## src/rtl/eclsensor_pkg.sv

```systemverilog
// Shared definitions for the ECL sensor command receiver and the IR scanner:
// FSM encodings, command letters, default slot timing and a hex-digit decoder.
package eclsensor_pkg;

  localparam int kDefaultBurst = 190;
  localparam int kDefaultQuiet = 38;

  localparam logic [7:0] kCmdMask  = 8'h4D;  // 'M'
  localparam logic [7:0] kCmdBurst = 8'h42;  // 'B'
  localparam logic [7:0] kCmdQuiet = 8'h51;  // 'Q'
  localparam logic [7:0] kChCr     = 8'h0D;
  localparam logic [7:0] kChLf     = 8'h0A;

  typedef enum logic [2:0] {
    R_IDLE,
    R_START,
    R_DATA,
    R_STOP,
    R_BREAK
  } uart_state_e;

  typedef enum logic [2:0] {
    P_IDLE,
    P_H1,
    P_H2,
    P_H3,
    P_EOL
  } parse_state_e;

  typedef enum logic [1:0] {
    F_MASK,
    F_BURST,
    F_QUIET
  } field_e;

  typedef struct packed {
    logic mask;
    logic burst;
    logic quiet;
  } cfg_dirty_t;

  // Returns {valid, nybble}; valid is 0 for anything outside 0-9, a-f, A-F.
  function automatic logic [4:0] hex_decode(input logic [7:0] c);
    logic [4:0] r;
    r = 5'b0;
    if (c >= 8'h30 && c <= 8'h39)      r = {1'b1, 4'(c - 8'h30)};
    else if (c >= 8'h61 && c <= 8'h66) r = {1'b1, 4'(c - 8'h57)};
    else if (c >= 8'h41 && c <= 8'h46) r = {1'b1, 4'(c - 8'h37)};
    return r;
  endfunction

endpackage

```

## src/rtl/eclsensor_uart_rx.sv

```systemverilog
// 8-N-1 UART receiver: two-flop synchronizer, optional line inversion,
// mid-bit sampling, one-cycle byte_valid_o and framing_error_o pulses.
module eclsensor_uart_rx
  import eclsensor_pkg::*;
#(
  parameter int kClockHz      = 25_000_000,
  parameter int kBaudRate     = 921_600,
  parameter int kSerialInvert = 1
) (
  input  logic       clk,
  input  logic       reset,
  input  logic       rxd_i,
  output logic       byte_valid_o,
  output logic [7:0] byte_data_o,
  output logic       framing_error_o
);

  localparam int kBitClocks = kClockHz / kBaudRate;
  localparam int kCntW      = $clog2(kBitClocks);
  localparam logic [kCntW-1:0] kHalfBit = kCntW'(kBitClocks / 2);
  localparam logic [kCntW-1:0] kFullBit = kCntW'(kBitClocks - 1);
  localparam logic kInv = kSerialInvert[0];

  logic [1:0]       sync_q;
  logic             rx_bit;
  uart_state_e      state_q, state_d;
  logic [kCntW-1:0] cnt_q, cnt_d;
  logic [2:0]       bit_idx_q, bit_idx_d;
  logic [7:0]       shift_q, shift_d;
  logic             byte_valid_q, byte_valid_d;
  logic             framing_q, framing_d;

  assign rx_bit = sync_q[1] ^ kInv;

  // NOTE: every signal gets a default before the case so no path leaves one unassigned (no latches).
  always_comb begin
    state_d      = state_q;
    cnt_d        = cnt_q;
    bit_idx_d    = bit_idx_q;
    shift_d      = shift_q;
    byte_valid_d = 1'b0;
    framing_d    = 1'b0;
    unique case (state_q)
      R_IDLE: begin
        if (!rx_bit) begin
          state_d = R_START;
          cnt_d   = kHalfBit;
        end
      end
      R_START: begin
        if (cnt_q == '0) begin
          if (rx_bit) begin
            state_d = R_IDLE;
          end else begin
            state_d   = R_DATA;
            cnt_d     = kFullBit;
            bit_idx_d = 3'd0;
          end
        end else begin
          cnt_d = cnt_q - kCntW'(1);
        end
      end
      R_DATA: begin
        if (cnt_q == '0) begin
          shift_d   = {rx_bit, shift_q[7:1]};
          cnt_d     = kFullBit;
          bit_idx_d = bit_idx_q + 3'd1;
          if (bit_idx_q == 3'd7) state_d = R_STOP;
        end else begin
          cnt_d = cnt_q - kCntW'(1);
        end
      end
      R_STOP: begin
        if (cnt_q == '0) begin
          if (rx_bit) begin
            byte_valid_d = 1'b1;
            state_d      = R_IDLE;
          end else begin
            framing_d = 1'b1;
            state_d   = R_BREAK;
          end
        end else begin
          cnt_d = cnt_q - kCntW'(1);
        end
      end
      // A held-low line must not be mistaken for a fresh start bit.
      R_BREAK: begin
        if (rx_bit) state_d = R_IDLE;
      end
      default: state_d = R_IDLE;
    endcase
  end

  // NOTE: sequential state uses <= so every flop samples pre-edge values.
  always_ff @(posedge clk) begin
    if (reset) begin
      sync_q       <= {2{~kInv}};
      state_q      <= R_IDLE;
      cnt_q        <= '0;
      bit_idx_q    <= 3'd0;
      shift_q      <= 8'd0;
      byte_valid_q <= 1'b0;
      framing_q    <= 1'b0;
    end else begin
      sync_q       <= {sync_q[0], rxd_i};
      state_q      <= state_d;
      cnt_q        <= cnt_d;
      bit_idx_q    <= bit_idx_d;
      shift_q      <= shift_d;
      byte_valid_q <= byte_valid_d;
      framing_q    <= framing_d;
    end
  end

  assign byte_valid_o    = byte_valid_q;
  assign byte_data_o     = shift_q;
  assign framing_error_o = framing_q;

endmodule

```

## src/rtl/eclsensor_cmd_rx.sv

```systemverilog
// ASCII config command receiver: parses M/B/Q hex commands into pending values
// that go live on the scanner's apply_ok strobe. ECLCMD_ERRCOUNT_EN adds err_count.
module eclsensor_cmd_rx #(
  parameter int          kClockHz      = 25_000_000,
  parameter int          kSerialInvert = 1,
  parameter int          kBaudRate     = 921_600,
  parameter int          kTxCount      = 12,
  parameter logic [11:0] kDefaultMask  = 12'hFFF,
  parameter int          kDefaultBurst = eclsensor_pkg::kDefaultBurst,
  parameter int          kDefaultQuiet = eclsensor_pkg::kDefaultQuiet
) (
  input  logic                clk,
  input  logic                reset,
  input  logic                rxd,
  input  logic                apply_ok,
  output logic [kTxCount-1:0] tx_mask,
  output logic [11:0]         burst_cycles,
  output logic [11:0]         quiet_cycles,
  output logic                cfg_applied,
  output logic                cmd_error
`ifdef ECLCMD_ERRCOUNT_EN
  ,
  output logic [7:0]          err_count
`endif
);

  import eclsensor_pkg::*;

  localparam logic [kTxCount-1:0] kMaskInit  = kDefaultMask[kTxCount-1:0];
  localparam logic [11:0]         kBurstInit = 12'(kDefaultBurst);
  localparam logic [11:0]         kQuietInit = 12'(kDefaultQuiet);

  logic       byte_valid;
  logic [7:0] byte_data;
  logic       framing_error;

  eclsensor_uart_rx #(
    .kClockHz     (kClockHz),
    .kBaudRate    (kBaudRate),
    .kSerialInvert(kSerialInvert)
  ) u_uart (
    .clk            (clk),
    .reset          (reset),
    .rxd_i          (rxd),
    .byte_valid_o   (byte_valid),
    .byte_data_o    (byte_data),
    .framing_error_o(framing_error)
  );

  parse_state_e        p_state_q, p_state_d;
  field_e              field_q, field_d;
  logic [11:0]         acc_q, acc_d;
  logic [kTxCount-1:0] pend_mask_q, pend_mask_d, mask_q;
  logic [11:0]         pend_burst_q, pend_burst_d, burst_q;
  logic [11:0]         pend_quiet_q, pend_quiet_d, quiet_q;
  cfg_dirty_t          dirty_q, dirty_d, commit_set;
  logic                parse_err;
  logic                apply_fire;
  logic                cfg_applied_q, cmd_error_q;
  logic [4:0]          hex;

  always_comb begin
    p_state_d    = p_state_q;
    field_d      = field_q;
    acc_d        = acc_q;
    pend_mask_d  = pend_mask_q;
    pend_burst_d = pend_burst_q;
    pend_quiet_d = pend_quiet_q;
    commit_set   = '0;
    parse_err    = 1'b0;
    hex          = hex_decode(byte_data);

    if (framing_error) begin
      p_state_d = P_IDLE;
    end else if (byte_valid && byte_data != kChCr) begin
      unique case (p_state_q)
        P_IDLE: begin
          p_state_d = P_H1;
          acc_d     = '0;
          if (byte_data == kCmdMask)       field_d = F_MASK;
          else if (byte_data == kCmdBurst) field_d = F_BURST;
          else if (byte_data == kCmdQuiet) field_d = F_QUIET;
          else begin
            p_state_d = P_IDLE;
            parse_err = (byte_data != kChLf);
          end
        end
        P_H1, P_H2, P_H3: begin
          if (hex[4]) begin
            acc_d     = {acc_q[7:0], hex[3:0]};
            p_state_d = (p_state_q == P_H1) ? P_H2 :
                        (p_state_q == P_H2) ? P_H3 : P_EOL;
          end else begin
            parse_err = 1'b1;
            p_state_d = P_IDLE;
          end
        end
        P_EOL: begin
          p_state_d = P_IDLE;
          if (byte_data != kChLf) begin
            parse_err = 1'b1;
          end else begin
            // Burst and quiet may not both end up zero: the scanner would spin.
            unique case (field_q)
              F_MASK: begin
                pend_mask_d     = acc_q[kTxCount-1:0];
                commit_set.mask = 1'b1;
              end
              F_BURST: begin
                if (acc_q == '0 && pend_quiet_q == '0) begin
                  parse_err = 1'b1;
                end else begin
                  pend_burst_d     = acc_q;
                  commit_set.burst = 1'b1;
                end
              end
              F_QUIET: begin
                if (acc_q == '0 && pend_burst_q == '0) begin
                  parse_err = 1'b1;
                end else begin
                  pend_quiet_d     = acc_q;
                  commit_set.quiet = 1'b1;
                end
              end
              default: parse_err = 1'b1;
            endcase
          end
        end
        default: p_state_d = P_IDLE;
      endcase
    end
  end

  // A commit landing on the apply cycle keeps its dirty bit for the next strobe.
  assign apply_fire    = apply_ok && (dirty_q != '0);
  assign dirty_d.mask  = commit_set.mask  | (dirty_q.mask  & ~apply_fire);
  assign dirty_d.burst = commit_set.burst | (dirty_q.burst & ~apply_fire);
  assign dirty_d.quiet = commit_set.quiet | (dirty_q.quiet & ~apply_fire);

  always_ff @(posedge clk) begin
    if (reset) begin
      p_state_q     <= P_IDLE;
      field_q       <= F_MASK;
      acc_q         <= '0;
      pend_mask_q   <= kMaskInit;
      pend_burst_q  <= kBurstInit;
      pend_quiet_q  <= kQuietInit;
      mask_q        <= kMaskInit;
      burst_q       <= kBurstInit;
      quiet_q       <= kQuietInit;
      dirty_q       <= '0;
      cfg_applied_q <= 1'b0;
      cmd_error_q   <= 1'b0;
    end else begin
      p_state_q     <= p_state_d;
      field_q       <= field_d;
      acc_q         <= acc_d;
      pend_mask_q   <= pend_mask_d;
      pend_burst_q  <= pend_burst_d;
      pend_quiet_q  <= pend_quiet_d;
      dirty_q       <= dirty_d;
      cfg_applied_q <= apply_fire;
      cmd_error_q   <= parse_err | framing_error;
      if (apply_fire) begin
        if (dirty_q.mask)  mask_q  <= pend_mask_q;
        if (dirty_q.burst) burst_q <= pend_burst_q;
        if (dirty_q.quiet) quiet_q <= pend_quiet_q;
      end
    end
  end

  assign tx_mask      = mask_q;
  assign burst_cycles = burst_q;
  assign quiet_cycles = quiet_q;
  assign cfg_applied  = cfg_applied_q;
  assign cmd_error    = cmd_error_q;

`ifdef ECLCMD_ERRCOUNT_EN
  logic [7:0] err_count_q;

  always_ff @(posedge clk) begin
    if (reset) begin
      err_count_q <= 8'd0;
    end else if (cmd_error_q && err_count_q != 8'hFF) begin
      err_count_q <= err_count_q + 8'd1;
    end
  end

  assign err_count = err_count_q;
`endif

endmodule

```

## config.mk

```make
export PLATFORM = sky130hd
export DESIGN_NAME = eclsensor_cmd_rx
export DESIGN_NICKNAME = d
export VERILOG_FILES = /design/src/rtl/eclsensor_pkg.sv /design/src/rtl/eclsensor_uart_rx.sv /design/src/rtl/eclsensor_cmd_rx.sv
export SDC_FILE = /design/constraint.sdc
export NUM_CORES = 1
export LEC_CHECK = 0
export ABC_AREA = 1
export CAP_MARGIN = 20
export CORE_AREA = 5 5 69 134
export DETAILED_ROUTE_END_ITERATION = 8
export DIE_AREA = 0 0 74 139
export PLACE_DENSITY_LB_ADDON = 0.12
export SETUP_SLACK_MARGIN = 0.2
export SKIP_CTS_REPAIR_TIMING = 1
export SLEW_MARGIN = 20
export SYNTH_ARGS = -nofsm -noshare
export SYNTH_HDL_FRONTEND = slang
export SYNTH_SLANG_ARGS = --single-unit
```

## constraint.sdc

```tcl
create_clock -name clk -period 4.8 [get_ports clk]
set_input_delay 0.72 -clock clk [delete_from_list [all_inputs] [get_ports clk]]
set_output_delay 0.72 -clock clk [all_outputs]
set_load 0.05 [all_outputs]
```

; Word level (Yosys, flattened, before mapping)
; Cells that the tools add are included.
[classes]
bitwise = 15
n_addsub = 5
magnitude_cmp = 6
n_mux = 56
n_reduce_logical = 34
eq_ne = 26
[ops]
columns = cell, count
row1 = $mux W3, 17
row2 = $mux W5, 8
row3 = $logic_not A12 Y1, 3
row4 = $eq A8 B7 Y1 const B, 3
row5 = $pmux W12 S2, 1
row6 = $pmux W5 S4, 1
row7 = $mux W1, 19
row8 = $reduce_and A6 Y1, 3
row9 = $ge A8 B7 Y1 const B, 2
row10 = $le A8 B7 Y1 const B, 2
row11 = $ne A8 B4 Y1 const B, 2
row12 = $reduce_and A4 Y1, 4
row13 = $pmux W3 S5, 1
row14 = $eq A3 B2 Y1 const B, 4
row15 = $mux W12, 1
row16 = $ne A2 B1 Y1 const B, 6
row17 = $pmux W3 S2, 2
row18 = $eq A3 B3 Y1 const B, 3
row19 = $ge A8 B6 Y1 const B, 1
row20 = $le A8 B6 Y1 const B, 1
row21 = $mux W2, 4
row22 = $not A1 Y1, 8
row23 = $reduce_and A2 Y1, 4
row24 = $sub A4 B3 Y4 const B, 2
row25 = 21 further kinds, 40
[word_totals]
register_bits = 117
out_inout_bits = 38
input_bits = 4
elab_cells = 163

; Longest topological paths before layout
[depth]
depth_word = 10
ltp_mapped = 14
mapped_depth_nobuf = 13

; Hierarchy
; From an unflattened synthesis, not the netlist that was laid out.
[unflattened]
hier_cells = 665
hier_area_um2 = 4974.8
[by_module_without_submodules]
columns = module, area_each_um2, cells_each, n_inst
row1 = eclsensor_cmd_rx, 3908.7, 510, 1
row2 = eclsensor_uart_rx, 1066.0, 155, 1

; Least setup slack after synthesis
; OpenSTA, ideal clock, no wires.
[synth_path]
path_type = reg2reg
startpoint = register u_uart.shift_q[1] (netlist: u_uart.byte_data_o[1])
endpoint = register acc_q[6]
period_less_slack_ns = 1.752
path_buffers = 1
stages_incl_launch_ff = 15
arrival_ns = 1.619
slack_ns = 3.048
setup_time_ns = 0.132
cell_sequence = dfxtp_1 > inv_1 > ha_1 > nor2_1 > nand2_1 > nand2_1 > nor2_2 > inv_2 > nand2_4 > nor2_1 > nor2_1 > inv_1 > buf_4 > nand2_1 > a21oi_1
[synth_between]
elab_chain_cells = 7
word_cells_on_any_way = 16
[synth_rtl]
columns = element, line_no
row1 = start: declaration, eclsensor_uart_rx.sv:29  ; logic [7:0] shift_q, shift_d;
row2 = start signal: assignment, eclsensor_uart_rx.sv:109  ; shift_q <= shift_d;
row3 = $ge A8 B7 Y1 or $le A8 B7 Y1 (tied branches), eclsensor_pkg.sv:48  ; else if (c >= 8'h41 && c <= 8'h46) r = {1'b1, 4'(c - 8'h37)};
row4 = $logic_and A1 B1 Y1, eclsensor_pkg.sv:48
row5 = $mux W5, eclsensor_pkg.sv:48
row6 = $mux W5, eclsensor_pkg.sv:47  ; else if (c >= 8'h61 && c <= 8'h66) r = {1'b1, 4'(c - 8'h57)};
row7 = $mux W5, eclsensor_pkg.sv:46  ; if (c >= 8'h30 && c <= 8'h39) r = {1'b1, 4'(c - 8'h30)};
row8 = $ne A2 B2 Y1 (no line), -
row9 = $reduce_and A4 Y1 (no line) *, -
row10 = end signal: assignment, eclsensor_cmd_rx.sv:144  ; acc_q <= '0;
row11 = end signal: assignment, eclsensor_cmd_rx.sv:157  ; acc_q <= acc_d;
row12 = end: declaration, eclsensor_cmd_rx.sv:52  ; logic [11:0] acc_q, acc_d;
; Mark *: on every way between the ends. The rest lies on a longest branch, timed or not.
; A chain may end at the register's enable or synchronous reset.

==> results.py <==
metrics = {
    "power_and_ir_drop": {
        "power_density_mw_per_mm2": 401,
        "leakage_nw": 2.47,
        "p_total_w": 0.00233,
        "ir_drop_v": 0.000274,
    },
    "layout": {
        "antenna_cells": 0,
        "fillers": 671,
        "fin_area_mm2": 0.00581,
        "stdcell_count": 780,
        "final_layout_size_suffix_gt1_share_pct": 8.21,
        "area_growth_pct": 19.1,
        "nNetsFinal": 682,
    },
    "global_routing": {
        "grt_max_degree": 52,
        "grt_first_pass_wirelength_um": 18500,
        "antenna_found_initial": 0,
        "gr-total-overflow": 0,
        "grt_use_total_pct": 23.0,
        "grt_pass1_vias": 4080,
    },
    "logic_synthesis": {
        "synthMuxAreaShare_pct": 0,
        "ys_seq_area_share_pct": 48.0,
        "synth_area_leader_cell": "dfxtp_1",
        "synth_xor_area_share_pct": 0.359,
        "syn_area_mm2": 0.00487,
        "synthAdderAreaFrac_pct": 1.80,
        "yosysTopAreaCellShare_pct": 48.0,
        "netlist_top_cells_count": "nand2_1, dfxtp_1, nor2_1",
        "synth_compound_area_share_pct": 17.9,
        "synth_edf_count": 0,
        "synth_cells": 635,
        "synth_ff_type": "dfxtp_1",
        "syn_nets": 646,
        "ys_ff_latch": 117,
        "synth_top_family_by_area": "simple AND/OR/NAND/NOR gates",
        "async_reset_ff_share_pct": 0,
        "synth_cell_types": 38,
        "yosysWarnings": 0,
        "synth_most_common_cell": "nand2_1",
        "avgSynthCellArea_um2": 7.68,
        "ys_top_cells_by_area": "dfxtp_1, nand2_1, a21oi_1",
        "synth-simple-area-share_pct": 23.5,
    },
    "clock_tree": {
        "path_clk_slew_ns": 0.05,
        "cts_tree": "done",
        "clockBufferDepth": 2,
        "numCtsBuffers": 17,
        "clkLatencyLatePin_ns": 0.40,
        "root_buffer": "clkbuf_16",
        "cts.sinks": 117,
        "cts_max_level": 4,
    },
    "min_path": {
        "hold_class": "flip-flop to flip-flop",
        "hold_depth": 2,
    },
    "floorplan": {
        "fp.dieW_um": 74,
        "pin_count": 42,
        "start_util_pct": 59.6,
        "die_h_um": 139,
        "die-area_mm2": 0.0103,
        "core-area_mm2": 0.00817,
        "rows": 47,
    },
    "sta": {
        "fin_crit_sh_pct": 49.9,
        "relSlewSlack_pct": 36.3,
        "setup_slack_ns": 2.40,
        "hold_violations": 0,
        "rsz0062_at_grt": "no",
        "min_period_ns": 2.40,
        "finClkSkew_ns": 0.00725,
        "setup_viol": 0,
        "setup_tns_ns": 0,
        "fmax_ghz": 0.417,
        "tightest_slew_ns": 0.955,
        "drv_slew": 0,
    },
    "route": {
        "dr.pass1.iters": 5,
        "vias": 4265,
        "avgRoutedWirePerCell_um": 14.3,
        "vias_per_cell": 5.47,
        "drc_errors": 0,
        "drtIter0Drc": 211,
        "wl_um": 11200,
        "drtAntennaViolNets": 0,
    },
    "critical_path": {
        "cpMaxStageDelayCell": "buf_2",
        "worstSetupStartpointType": "input pin",
        "arrival_ns": 2.68,
        "cp_max_fo": 51,
        "max_stage_delay_ns": 0.71,
        "path_cells": "buf_2 > inv_1 > buf_4 > o21ai_0 > a21oi_1",
        "end_kind": "flip-flop",
        "rr_worst_depth": 12,
        "cp_data_required_time_ns": 5.08,
        "path_class": "input pin to flip-flop",
    },
    "placed_design": {
        "place_area_mm2": 0.00528,
        "gp_congestion": 0.852,
        "place_inst": 750,
        "hpwlAfterDp_um": 7670,
        "portBuffers": 41,
        "post-place-ws_ns": 2.06,
    },
    "job": {
        "maxCapViolCount": 0,
    },
    "run_status": {
        "status": "completed",
    },
}
[sequential cells by signal, indices dropped and copies added (netlist names), 3 cells and up]
register            count
acc_q                  12
burst_cycles           12
pend_burst_q           12
pend_mask_q            12
pend_quiet_q           12
quiet_cycles           12
tx_mask                12
u_uart.byte_data_o      8
u_uart.cnt_q            5
dirty_q                 3
p_state_q               3
u_uart.bit_idx_q        3
u_uart.state_q          3
[worst paths after layout]
path	start	slack [ns]	end
max reg2reg	u_uart.byte_data_o[1]	2.45	acc_q[1]
min	u_uart.sync_q[0]	0.41	u_uart.sync_q[1]
min reg2reg	u_uart.sync_q[0]	0.41	u_uart.sync_q[1]
max	reset	2.40	pend_burst_q[6]
[logic make-up after synthesis]
| group | count (synthesis) |
|---|---|
| buffers and inverters | 96 |
| and+or+nand+nor | 273 |
| DFF | 117 |
| adders and majority gates | 7 |
| xor gates and xnor gates | 2 |
| AOI/OAI and AO/OA | 140 |
[critical path, delay by kind of cell]
family          cells  cell delay [ns]
compound gates      2             0.24
buf+inv             3             1.68
[power breakdown]
group | leakage [nW] | switching [W] | total [W] | internal, W
combinational | 1.26 | 0.000130 | 0.000188 | 0.0000576
clock | 0.263 | 0.000401 | 0.00112 | 0.000720
sequential | 0.946 | 0.0000214 | 0.00102 | 0.000996
total | 2.47 | 0.000553 | 0.00233 | 0.00177
[cells in the final DEF (no fill, tap or decap), drive strengths merged]
master	n
nand2	148
dfxtp	117
nor2	80
inv	69
a21oi	61
clkdlybuf4s50	40
o21ai	36
nand3	34
o211ai	29
clkbuf	27
a211oi	12
ha	7
nor3	4
clkinv	4
nand4	3
buf	3
nand3b	2
xnor2	1
a41oi	1
xor2	1
and2	1
nor4	1
o211a	1
[metal layers]
metal	part of all wire (%)	vias to the layer above	GRT usage [%]	wire, µm
met4	3.0	0	9.55	331
met5	0	-	0	0
met2	56	95	41.5	6230
li1	-	2146	-	-
met1	38	1998	23.6	4210
met3	3.3	26	6.46	370
[final cells by class]
class,instances,area (µm²),area share (%)
flip-flops and latches,117,2340,40.3
clock inverters,3,18.8,0.323
well taps,98,123,2.11
clock buffers,27,513,8.83
inverters,70,268,4.61
multi-input cells,422,2120,36.6
repair buffers,43,420,7.24
[through the flow]
stage	utilization (%)	hold WS [ns]
floorplan	-	0.388
global placement	64.5	0.400
detailed placement	64.5	0.404
CTS	71.1	0.412
global route	71.1	0.451
finish	71.1	0.406
Power figures use the tool's default switching activity.
